## src/rtl/instruction_fetch_unit_if.sv

```systemverilog
// Instruction-memory read port between the fetch unit (master) and memory (slave).
// The request holds addr/read until the memory drops busywait.
interface instruction_fetch_unit_if #(
    parameter int unsigned PC_WIDTH = 32
);
    logic [PC_WIDTH-1:0] addr;
    logic                read;
    logic [31:0]         rdata;
    logic                busywait;

    modport master (
        output addr,
        output read,
        input  rdata,
        input  busywait
    );

    modport slave (
        input  addr,
        input  read,
        output rdata,
        output busywait
    );
endinterface

```

## src/rtl/instruction_fetch_unit.sv

```systemverilog
// Instruction fetch unit: owns the PC, reads instruction memory, latches the word into IR
// and issues its decoded fields with a valid strobe; computes next PC with optional branch.
module instruction_fetch_unit #(
    parameter int unsigned         PC_WIDTH = 32,
    parameter logic [PC_WIDTH-1:0] RESET_PC = '0
) (
    input  logic                      CLK,
    input  logic                      RESET,
    instruction_fetch_unit_if.master  imem,
    input  logic                      stall,
    input  logic                      branch_taken,
    input  logic [7:0]                branch_offset,
    output logic [PC_WIDTH-1:0]       pc,
    output logic [7:0]                opcode,
    output logic [7:0]                rd,
    output logic [7:0]                rt,
    output logic [7:0]                rs_imm,
    output logic                      instr_valid
);

    localparam int unsigned WORD_BYTES = 4;
    localparam int unsigned OFF_WIDTH  = 8;
    localparam int unsigned EXT_WIDTH  = PC_WIDTH - OFF_WIDTH - 2;

    typedef enum logic [1:0] {
        IDLE  = 2'd0,
        FETCH = 2'd1,
        ISSUE = 2'd2
    } state_e;

    typedef struct packed {
        logic [7:0] opcode;
        logic [7:0] rd;
        logic [7:0] rt;
        logic [7:0] rs_imm;
    } instr_t;

    state_e              state_q, state_d;
    logic [PC_WIDTH-1:0] pc_q, pc_d;
    instr_t              ir_q, ir_d;
    logic                read_q, read_d;
    logic                valid_q, valid_d;

    logic [PC_WIDTH-1:0] branch_disp;
    logic [PC_WIDTH-1:0] next_pc;

    // Word offset is sign-extended and scaled to bytes; wraps modulo 2^PC_WIDTH.
    always_comb begin
        branch_disp = {{EXT_WIDTH{branch_offset[OFF_WIDTH-1]}}, branch_offset, 2'b00};
        next_pc     = pc_q + PC_WIDTH'(WORD_BYTES);
        if (branch_taken) begin
            next_pc = next_pc + branch_disp;
        end
    end

    always_comb begin
        state_d = state_q;
        pc_d    = pc_q;
        ir_d    = ir_q;
        read_d  = read_q;
        valid_d = valid_q;

        unique case (state_q)
            IDLE: begin
                state_d = FETCH;
                read_d  = 1'b1;
                valid_d = 1'b0;
            end
            FETCH: begin
                if (!imem.busywait) begin
                    ir_d    = instr_t'(imem.rdata);
                    read_d  = 1'b0;
                    valid_d = 1'b1;
                    state_d = ISSUE;
                end
            end
            ISSUE: begin
                // A stall freezes everything, including the branch decision.
                if (!stall) begin
                    pc_d    = next_pc;
                    read_d  = 1'b1;
                    valid_d = 1'b0;
                    state_d = FETCH;
                end
            end
            default: begin
                state_d = IDLE;
                read_d  = 1'b0;
                valid_d = 1'b0;
            end
        endcase
    end

    always_ff @(posedge CLK) begin
        if (RESET) begin
            state_q <= IDLE;
            pc_q    <= RESET_PC;
            ir_q    <= '0;
            read_q  <= 1'b0;
            valid_q <= 1'b0;
        end else begin
            state_q <= state_d;
            pc_q    <= pc_d;
            ir_q    <= ir_d;
            read_q  <= read_d;
            valid_q <= valid_d;
        end
    end

    assign imem.addr   = pc_q;
    assign imem.read   = read_q;
    assign pc          = pc_q;
    assign opcode      = ir_q.opcode;
    assign rd          = ir_q.rd;
    assign rt          = ir_q.rt;
    assign rs_imm      = ir_q.rs_imm;
    assign instr_valid = valid_q;

endmodule
```

## src/flat_wrapper.sv

```systemverilog
// flat-port wrapper written by rule: the top's interface ports become plain ports
module instruction_fetch_unit_flat 
#(
    parameter int unsigned         PC_WIDTH = 32,
    parameter logic [PC_WIDTH-1:0] RESET_PC = '0
)
  (CLK, RESET, stall, branch_taken, branch_offset, pc, opcode, rd, rt, rs_imm, instr_valid, imem_addr, imem_read, imem_rdata, imem_busywait);
  instruction_fetch_unit_if #(.PC_WIDTH(PC_WIDTH)) imem_i ();
  input  logic CLK;
  input  logic RESET;
  input  logic stall;
  input  logic branch_taken;
  input  logic [7:0] branch_offset;
  output logic [PC_WIDTH-1:0] pc;
  output logic [7:0] opcode;
  output logic [7:0] rd;
  output logic [7:0] rt;
  output logic [7:0] rs_imm;
  output logic instr_valid;
  output wire logic [$bits(imem_i.addr)-1:0] imem_addr;
  output wire logic [$bits(imem_i.read)-1:0] imem_read;
  input wire logic [$bits(imem_i.rdata)-1:0] imem_rdata;
  input wire logic [$bits(imem_i.busywait)-1:0] imem_busywait;
  assign imem_addr = imem_i.addr;
  assign imem_read = imem_i.read;
  assign imem_i.rdata = imem_rdata;
  assign imem_i.busywait = imem_busywait;
  instruction_fetch_unit #(.PC_WIDTH(PC_WIDTH), .RESET_PC(RESET_PC)) u_core (.CLK(CLK), .RESET(RESET), .imem(imem_i), .stall(stall), .branch_taken(branch_taken), .branch_offset(branch_offset), .pc(pc), .opcode(opcode), .rd(rd), .rt(rt), .rs_imm(rs_imm), .instr_valid(instr_valid));
endmodule
```

## config.mk

```make
export PLATFORM = sky130hd
export DESIGN_NAME = instruction_fetch_unit_flat
export DESIGN_NICKNAME = d
export VERILOG_FILES = /design/src/rtl/instruction_fetch_unit_if.sv /design/src/rtl/instruction_fetch_unit.sv /design/src/flat_wrapper.sv
export SDC_FILE = /design/constraint.sdc
export NUM_CORES = 1
export LEC_CHECK = 0
export BUFFER_PORTS_ARGS = -buffer_cell sky130_fd_sc_hd__buf_2
export CORE_UTILIZATION = 50
export CTS_CLUSTER_DIAMETER = 30
export DETAILED_ROUTE_END_ITERATION = 10
export GPL_ROUTABILITY_DRIVEN = 0
export PLACE_DENSITY = 0.81
export SLEW_MARGIN = 20
export SYNTH_ARGS = -nofsm -noshare
export SYNTH_HDL_FRONTEND = slang
export SYNTH_SLANG_ARGS = --single-unit
```

## constraint.sdc

```tcl
create_clock -name CLK -period 4.6 [get_ports CLK]
set_input_delay 0.92 -clock CLK [delete_from_list [all_inputs] [get_ports CLK]]
set_output_delay 0.92 -clock CLK [all_outputs]
set_load 0.01 [all_outputs]
```

==> metrics, run 1 <==
n_diodes=0; Post-Synth XOR/XNOR Area=8.20%; YS warnings=0; Crit Reg-Reg Startpoint=u_core.imem.addr[4]; Placeable Area=9860 um^2; fin crit share=90.8%; metal3 WL=1070 um; PD cells=232 nW/um^2; H-tree levels=3; Mapped Cells=684; Yosys reg bits=64; CTS Buf Count=9; most common cell after layout, fill and taps aside=buf_2; IO Port Bufs=138; Worst-path clk slew=0.08 ns; Synth cell types=70; area fraction of the dominant cell type after synthesis=25.0%; Antenna Nets Post-Route=0; First DRT Iteration DRCs=348; largest family of logic cells by synthesized area=compound AO/OA/AOI/OAI gates; Initial Util=52.0%; fin util=59.8%; Simple-Gate Fraction of Synth Area=21.8%; clock sink count=64; setup TNS=0 ns; DP Cell Count=900; CTS hold repair buffers=0; DIE HEIGHT=103 um; Worst Max-Slew Pin Slew=0.828 ns; register area share after synthesis=25.0%; Synth-to-Final Area Change=15.0%; Highest Signal Layer=met4; fillers=930; initial antenna violation count=0; gr ovfl total=0; Peak VDD IR=199 uV; Max Freq=0.239 GHz; Longest Clk Path Bufs=2; first-pass GRT wire length=23100 um; post-route non-filler standard cell count=916; CTS tree=built; status=finished, final reports clean; most frequent cells in the layout=buf_2, nand2_1, a21oi_1; worst min-delay path category=register to register; I/O pins=143; synth top area cells=dfxtp_1, ha_1, nand2_1, a21oi_1, xnor2_1; fin nets=861; layout cell share with drive strength beyond 1=23.8%; Synth Flop Type=dfxtp_1; CTS resizes=0; maximum fanout along the worst path=10; crit start category=register; Worst Skew=0.0131 ns; Synth async-reset ratio=0%; M1 WL=5960 um; Max Cap Viol=0; minimum clock period=4.18 ns; Pleak=2.66 nW; routed wl met2=6760 um; critical path endpoint category=register; Hold Fails Final Rpt=0; compound-cell area share of the yosys netlist=25.0%; area leader, netlist=dfxtp_1; # Post-CTS Setup Buffers=0; Syn Area/Cell=7.50 um^2; Hold Crit Start=u_core.opcode[7]; Detailed Place HPWL=10500 um; Setup Crit Path Kind=register to register; mux contribution to synthesized area=1.42%; die area=10700 um^2; Final Max Slew Viols=0; Worst EP required=4.84 ns; FP Rows=36; wire per inst=15.5 um; vias in the first global route=4979; post-synthesis adder-cell area fraction=9.42%; Post-Syn Area=5130 um^2; GRT Util Overall=27.7%; Post-Route WL=14200 um; Critical Path AT=4.42 ns; RSZ-0062 raised after global routing=false; Finish-stage setup viols=0; clock root cell=clkbuf_8; clock latency on the worst-skew pair=0.36 ns; Initial DRT Pass Iterations=5; vias=5298; largest net degree at the start of global routing=45; Vias/cell=5.78; die width=103 um; Relative slew margins=44.7%; EDFF count, synth=0; Worst Setup SP=u_core.imem.addr[4]; DRC=0
layout make-up:
cell class / instances / area [um^2] / share of cell area, %
tap: 133 / 166 / 2.82
timing repair buffer: 149 / 781 / 13.2
clock inverter: 7 / 80.1 / 1.36
sequential: 64 / 1280 / 21.7
multi-input combinational: 535 / 3390 / 57.5
inverter: 19 / 71.3 / 1.21
clock buffer: 9 / 124 / 2.10
metrics by stage:
step                      hold slack, ns  power, W  setup WS, ns  instance area [um^2]
after floorplan                    0.481  0.000781         0.741                  5140
after global placement             0.440  0.000852         0.613                  5680
after detailed placement           0.443  0.000861         0.501                  5690
after CTS                          0.454   0.00137         0.478                  5900
after global routing               0.484   0.00143         0.131                  5900
final                              0.456   0.00137         0.421                  5900
path summary, 6_finish.rpt:
| kind | cells past startpoint | end | slack (ns) |
|---|---|---|---|
| worst min-delay path | 2 | u_core.opcode[7] | 0.46 |
| worst max register to register | 14 | u_core.imem.addr[31] | 0.42 |
| worst max-delay path | 14 | u_core.imem.addr[31] | 0.42 |
| worst min register to register | 2 | u_core.opcode[7] | 0.46 |
kinds of logic after synthesis:
| logic type | count (synthesis) |
|---|---|
| and+or+nand+nor | 248 |
| AOI/OAI and AO/OA | 190 |
| buffers and inverters | 88 |
| DFF | 64 |
| xor gates and xnor gates | 48 |
| adders and majority gates | 38 |
| muxes | 7 |
| other | 1 |
routing by layer:
| metal | vias to the layer above | track usage (%) |
|---|---|---|
| met4 | 0 | 13.0 |
| met1 | 2430 | 34.1 |
| met3 | 37 | 5.51 |
| met2 | 233 | 46.5 |
| li1 | 2598 | - |
| met5 | - | 0 |
synth_stat cells, types with 3 or more instances:
cell	n
nand2_1	104
a21oi_1	66
dfxtp_1	64
nor2_1	62
ha_1	37
buf_4	34
xnor2_1	34
o21ai_0	32
clkbuf_1	28
nand3_1	25
inv_1	18
nand4_1	15
xor2_1	14
a211oi_1	13
nor3_1	13
a21o_1	10
a22oi_1	9
and3_1	7
o21bai_1	6
o31ai_1	6
mux2i_1	5
o211ai_1	5
a221o_1	4
o22ai_1	4
a211o_1	3
a211oi_2	3
and2_1	3
and4_1	3
buf_1	3
buf_2	3
nand3b_1	3
or3_1	3
power by group:
group / total, W / internal, W / switching [W]
clock: 0.000513 / 0.000257 / 0.000256
combinational: 0.000263 / 0.000103 / 0.000160
sequential: 0.000591 / 0.000573 / 0.0000171
critical path, stage by stage (launching register included):
cell     delay (ns)
dfxtp_1        0.52
and4_1         0.31
nand2_1        0.12
nor2_1         0.43
and3_1         0.32
nor3b_1        0.26
xor2_1         0.21
ha_1           0.32
and3_1         0.20
nand3_1        0.11
o21ai_0        0.11
or4_1          0.51
nand3_1        0.11
mux2i_1        0.20
mux2_1         0.33
flip-flops by register name, indices dropped and copies added, names as in the netlist:
signal            flops
u_core.rd             8
u_core.state_q        2
u_core.imem.addr     30
u_core.opcode         8
u_core.rt             8
u_core.rs_imm         8
Note: power is estimated with default switching activity, not from simulation.
==> run 2, diff against run 1 <==
--- a/config.mk
+++ b/config.mk
@@ -6,11 +6,11 @@
 export NUM_CORES = 1
 export LEC_CHECK = 0
 export BUFFER_PORTS_ARGS = -buffer_cell sky130_fd_sc_hd__buf_2
-export CORE_UTILIZATION = 50
+export CORE_UTILIZATION = 45
 export CTS_CLUSTER_DIAMETER = 30
 export DETAILED_ROUTE_END_ITERATION = 10
 export GPL_ROUTABILITY_DRIVEN = 0
-export PLACE_DENSITY = 0.81
+export PLACE_DENSITY = 0.74
 export SLEW_MARGIN = 20
 export SYNTH_ARGS = -nofsm -noshare
 export SYNTH_HDL_FRONTEND = slang
==> constraint.sdc (replaced) <==
create_clock -name CLK -period 4.8 [get_ports CLK]
set_input_delay 0.96 -clock CLK [delete_from_list [all_inputs] [get_ports CLK]]
set_output_delay 0.96 -clock CLK [all_outputs]
set_load 0.01 [all_outputs]
==> run 2 against run 1 <==
  * Maximum frequency down 2.1%
  * Worst setup slack better by 0.11 ns
  * Die area grew 11%
  * Critical path type unchanged
==> metrics, run 2 (synthesized netlist as in run 1, its figures left out) <==
Post-Route WL=14000 um; layout cell share with drive strength beyond 1=23.6%; Placeable Area=11000 um^2; critical path depth=14; Switching Share=30.0%; max FFs per register=30; FF-to-FF End=u_core.imem.addr[31]; Antenna Nets Post-Route=0; gr ovfl total=0; Worst Skew=0.00850 ns; Worst-path clk slew=0.06 ns; minimum clock period=4.27 ns; DP Worst Slack=0.603 ns; n_diodes=0; die width=109 um; crit path capture=u_core.imem.addr[31]; DRC=0; max incr delay on CP=0.52 ns; Pwr Total=0.00145 W; Detailed Place HPWL=10300 um; first-pass GRT wire length=22800 um; M1 WL=6070 um; routed wl met2=6650 um; sequential cell fraction of total power=39.2%; maximum fanout along the worst path=10; FF+latch area=1280 um^2; power share of the clock group=43.7%; worst min-delay path category=register to register; fillers=1054; vias=5176; Hold Fails Final Rpt=0; reg-to-reg slack, setup=0.53 ns; P_int=0.00101 W; Peak VDD IR=265 uV; Pleak=2.68 nW; I/O pins=143; fin util=54.3%; vias in the first global route=4899; fin nets=859; most frequent cells in the layout=buf_2, nand2_1, a21oi_1; Worst EP required=5.03 ns; Initial DRT Pass Iterations=5; Hold Crit Start=u_core.opcode[2]; worst reg2reg path depth=14; clock root cell=clkbuf_16; RSZ-0062 raised after global routing=false; IO Port Bufs=138; Max Freq=0.234 GHz; Setup Crit Path Kind=register to register; Slowest cell on crit path=dfxtp_1; Vias/cell=5.62; Highest Signal Layer=met4; Synth-to-Final Area Change=16.3%; initial antenna violation count=0; wire per inst=15.2 um; Worst Setup SP=u_core.imem.addr[4]; Critical Path AT=4.50 ns; clock latency on the worst-skew pair=0.34 ns; crit start category=register; PD cells=243 nW/um^2; Crit path buffers/inverters=0; critical path endpoint category=register; Worst Max-Slew Pin Slew=0.815 ns; CTS hold repair buffers=0; Finish-stage setup viols=0; Net Switching=0.000434 W; metal3 WL=1140 um; largest net degree at the start of global routing=44; min setup slack post-route=0.531 ns; clock sink count=64; Logic pwr share=17.1%; # Post-CTS Setup Buffers=0; Crit Reg-Reg Startpoint=u_core.imem.addr[4]; DIE HEIGHT=109 um; Initial Util=46.7%; CTS resizes=0; Final Max Slew Viols=0; First DRT Iteration DRCs=386; H-tree levels=3; fin crit share=88.9%; setup TNS=0 ns; Relative slew margins=45.5%; CTS tree=built; die area=11800 um^2; status=finished, final reports clean; most common cell after layout, fill and taps aside=buf_2; CTS Buf Count=9; Longest Clk Path Bufs=2; CP cell instances=and4_1 -> nand2_1 -> nor2_1 -> and3_1 -> nor3b_1 -> xor2_1 -> ha_1 -> and3_1 -> nand3_1 -> o21ai_0 -> or4_1 -> nand3_1 -> mux2i_1 -> mux2_1; GRT Util Overall=24.4%; FP Rows=38; CP delay by family, top=simple AND/OR/NAND/NOR gates; Max Cap Viol=0; area of the multi-input gates=3390 um^2
-- run 2: cell count changes in the layout (fill, tap and decap cells not counted), sizes merged --
cell    change
buf         -2
inv         -1
clkbuf      +1
clkinv      +1
bufinv      -1
-- run 2: area by class of cell --
cell class                 instances  area share [%]
multi-input combinational        535            56.9
inverter                          19            1.20
clock inverter                     6           0.734
tap                              140            2.94
timing repair buffer             147            12.8
clock buffer                      10            4.01
sequential                        64            21.5
-- run 2: worst min-delay path: stages (launching register included) --
cell and delay [ns]:
dfxtp_1 0.30, nand2_1 0.05, a21oi_1 0.05
-- run 2: worst min-delay path by stage --
stage | cells after the start | slack [ns] | end
5_1_grt | 2 | 0.46 | u_core.rd[4]
4_1_cts | 2 | 0.45 | u_core.opcode[2]
2_1_floorplan | 2 | 0.48 | u_core.opcode[0]
3_3_place_gp | 2 | 0.44 | u_core.opcode[4]
6_report | 2 | 0.45 | u_core.opcode[2]
3_5_place_dp | 2 | 0.45 | u_core.opcode[2]
-- run 2: layer usage --
metal,vias up,track usage [%]
met5,-,0
met4,0,7.24
met3,14,6.69
met2,207,41.6
met1,2382,29.7
li1,2573,-
-- run 2: stage by stage --
step                hold slack, ns  cells  cell area [um^2]
floorplan                    0.481    687              5140
global placement             0.439    904              5670
detailed placement           0.445    905              5680
CTS                          0.453    921              5970
global route                 0.464    921              5970
finish                       0.450    921              5970
-- run 2: power by group through the flow --
| stage | combinational (W) | sequential, W | clock [W] |
|---|---|---|---|
| finish | 0.000248 | 0.000568 | 0.000632 |
| global route | 0.000274 | 0.000570 | 0.000662 |
| floorplan | 0.000164 | 0.000585 | 0 |
| global placement | 0.000238 | 0.000577 | 0 |
| CTS | 0.000246 | 0.000567 | 0.000639 |
| detailed placement | 0.000245 | 0.000578 | 0 |
==> run 3, diff against run 2 <==
==> constraint.sdc (replaced) <==
create_clock -name CLK -period 4.8 [get_ports CLK]
set_input_delay 1.44 -clock CLK [delete_from_list [all_inputs] [get_ports CLK]]
set_output_delay 1.44 -clock CLK [all_outputs]
set_load 0.01 [all_outputs]
==> run 3 against run 2 <==
  * Clock skew down 0.0030 ns
  * Via count up 3.0%
  * Non-clock buffer count up 3
  * First-iteration DRC count shrank 2.6%
  * Cell area increased by 1.6%
  * Register-to-register slack improved by 0.04 ns
  * Worst setup slack gained 0.035 ns
  * Maximum frequency increased by 0.83%
  * Sequential share of layout area fell by 0.33 points
  * Core utilization grew 0.84 points
  * Clock power up 24%
  * Critical endpoint unchanged
  * Largest power group unchanged
  * Highest routed layer unchanged
==> metrics, run 3 (synthesized netlist as in run 1, its figures left out) <==
Placeable Area=11000 um^2; min setup slack post-route=0.566 ns; clock sink count=64; DP Worst Slack=0.335 ns; P_int=0.00116 W; reg-to-reg slack, setup=0.57 ns; IO Port Bufs=138; Setup Crit Path Kind=register to register; Critical Path AT=4.46 ns; status=finished, final reports clean; maximum fanout along the worst path=10; max FFs per register=30; die area=11800 um^2; vias in the first global route=4900; Worst EP required=5.03 ns; H-tree levels=3; Initial DRT Pass Iterations=5; Finish-stage setup viols=0; critical path endpoint category=register; First DRT Iteration DRCs=376; most common cell after layout, fill and taps aside=buf_2; Pleak=2.73 nW; Antenna Nets Post-Route=0; Max Freq=0.236 GHz; clock root cell=clkbuf_16; fin nets=862; # Post-CTS Setup Buffers=0; Worst Skew=0.00545 ns; vias=5333; n_diodes=0; die width=109 um; RSZ-0062 raised after global routing=false; FP Rows=38; CTS tree=built; fin util=55.2%; most frequent cells in the layout=buf_2, nand2_1, a21oi_1; PD cells=264 nW/um^2; Vias/cell=5.77; Initial Util=46.7%; CTS Buf Count=9; worst min-delay path category=register to register; gr ovfl total=0; I/O pins=143; power share of the clock group=48.9%; first-pass GRT wire length=23000 um; Hold Fails Final Rpt=0; sequential cell fraction of total power=35.5%; Synth-to-Final Area Change=18.2%; Peak VDD IR=244 uV; Placed Area=5710 um^2; Final Instance Area=6060 um^2; Switching Share=27.3%; Worst Max-Slew Pin Slew=0.865 ns; wire per inst=15.5 um; Longest Clk Path Bufs=2; initial antenna violation count=0; Logic pwr share=15.6%; CTS resizes=0; DIE HEIGHT=109 um; setup TNS=0 ns; CTS hold repair buffers=0; Net Switching=0.000436 W; layout cell share with drive strength beyond 1=23.9%; Detailed Place HPWL=10500 um; Max Cap Viol=0; fin crit share=88.2%; DRC=0; GRT Util Overall=24.8%; largest net degree at the start of global routing=45; Final Max Slew Viols=0; Relative slew margins=42.3%; Post-Route WL=14300 um; minimum clock period=4.23 ns; Worst-path clk slew=0.06 ns; crit start category=register; clock latency on the worst-skew pair=0.34 ns
==> run 3: cell count changes in the layout (fill, tap and decap cells not counted) <==
cell	delta
buf_4	+3
clkinv_2	-2
clkbuf_8	-1
clkinvlp_4	-1
inv_8	+1
bufinv_16	+3
==> run 3: layout make-up <==
type | count | area [um^2]
multi-input cells | 535 | 3390
clock inverters | 7 | 128
repair buffers | 150 | 785
clock buffers | 9 | 225
inverters | 19 | 71.3
fillers | 996 | 4920
well taps | 140 | 175
flip-flops and latches | 64 | 1280
==> run 3: per-stage QoR <==
| step | hold slack [ns] | total power (W) | cells |
|---|---|---|---|
| 6_report | 0.454 | 0.00160 | 924 |
| 5_1_grt | 0.481 | 0.00166 | 924 |
| 4_1_cts | 0.455 | 0.00161 | 924 |
| 3_5_place_dp | 0.446 | 0.000825 | 908 |
| 3_3_place_gp | 0.440 | 0.000815 | 907 |
| 2_1_floorplan | 0.481 | 0.000749 | 687 |
==> run 3: worst max-delay path, cell delays in order, from the launching register on <==
cell and delay, ns:
dfxtp_1 0.52, nand4_1 0.25, nor3_1 0.52, and3_1 0.29, and3_1 0.19, nand3_1 0.09, xnor2_1 0.22, ha_1 0.38
and3_1 0.26, nand3_1 0.12, o21ai_0 0.10, or4_1 0.51, nand3_1 0.10, mux2i_1 0.22, mux2_1 0.34
==> run 3: routing by layer <==
| layer | vias up | routed length [um] | track usage, % |
|---|---|---|---|
| met5 | - | 0 | 0 |
| met3 | 37 | 1290 | 5.26 |
| met1 | 2440 | 6140 | 31.3 |
| met4 | 0 | 375 | 13.1 |
| li1 | 2575 | - | - |
| met2 | 281 | 6460 | 39.4 |
==> run 3: path summary, 6_finish.rpt <==
check / depth (start not counted) / to / startpoint
min: 2 / u_core.opcode[5] / u_core.opcode[5]
max: 14 / u_core.imem.addr[31] / u_core.imem.addr[4]
min reg2reg: 2 / u_core.opcode[5] / u_core.opcode[5]
max reg2reg: 14 / u_core.imem.addr[31] / u_core.imem.addr[4]
==> run 3: power groups by stage <==
| stage | Combinational, W | Sequential [W] | Clock, W |
|---|---|---|---|
| after global routing | 0.000275 | 0.000570 | 0.000817 |
| after floorplan | 0.000164 | 0.000585 | 0 |
| after detailed placement | 0.000246 | 0.000579 | 0 |
| after global placement | 0.000238 | 0.000577 | 0 |
| after CTS | 0.000247 | 0.000568 | 0.000793 |
| final | 0.000249 | 0.000568 | 0.000782 |
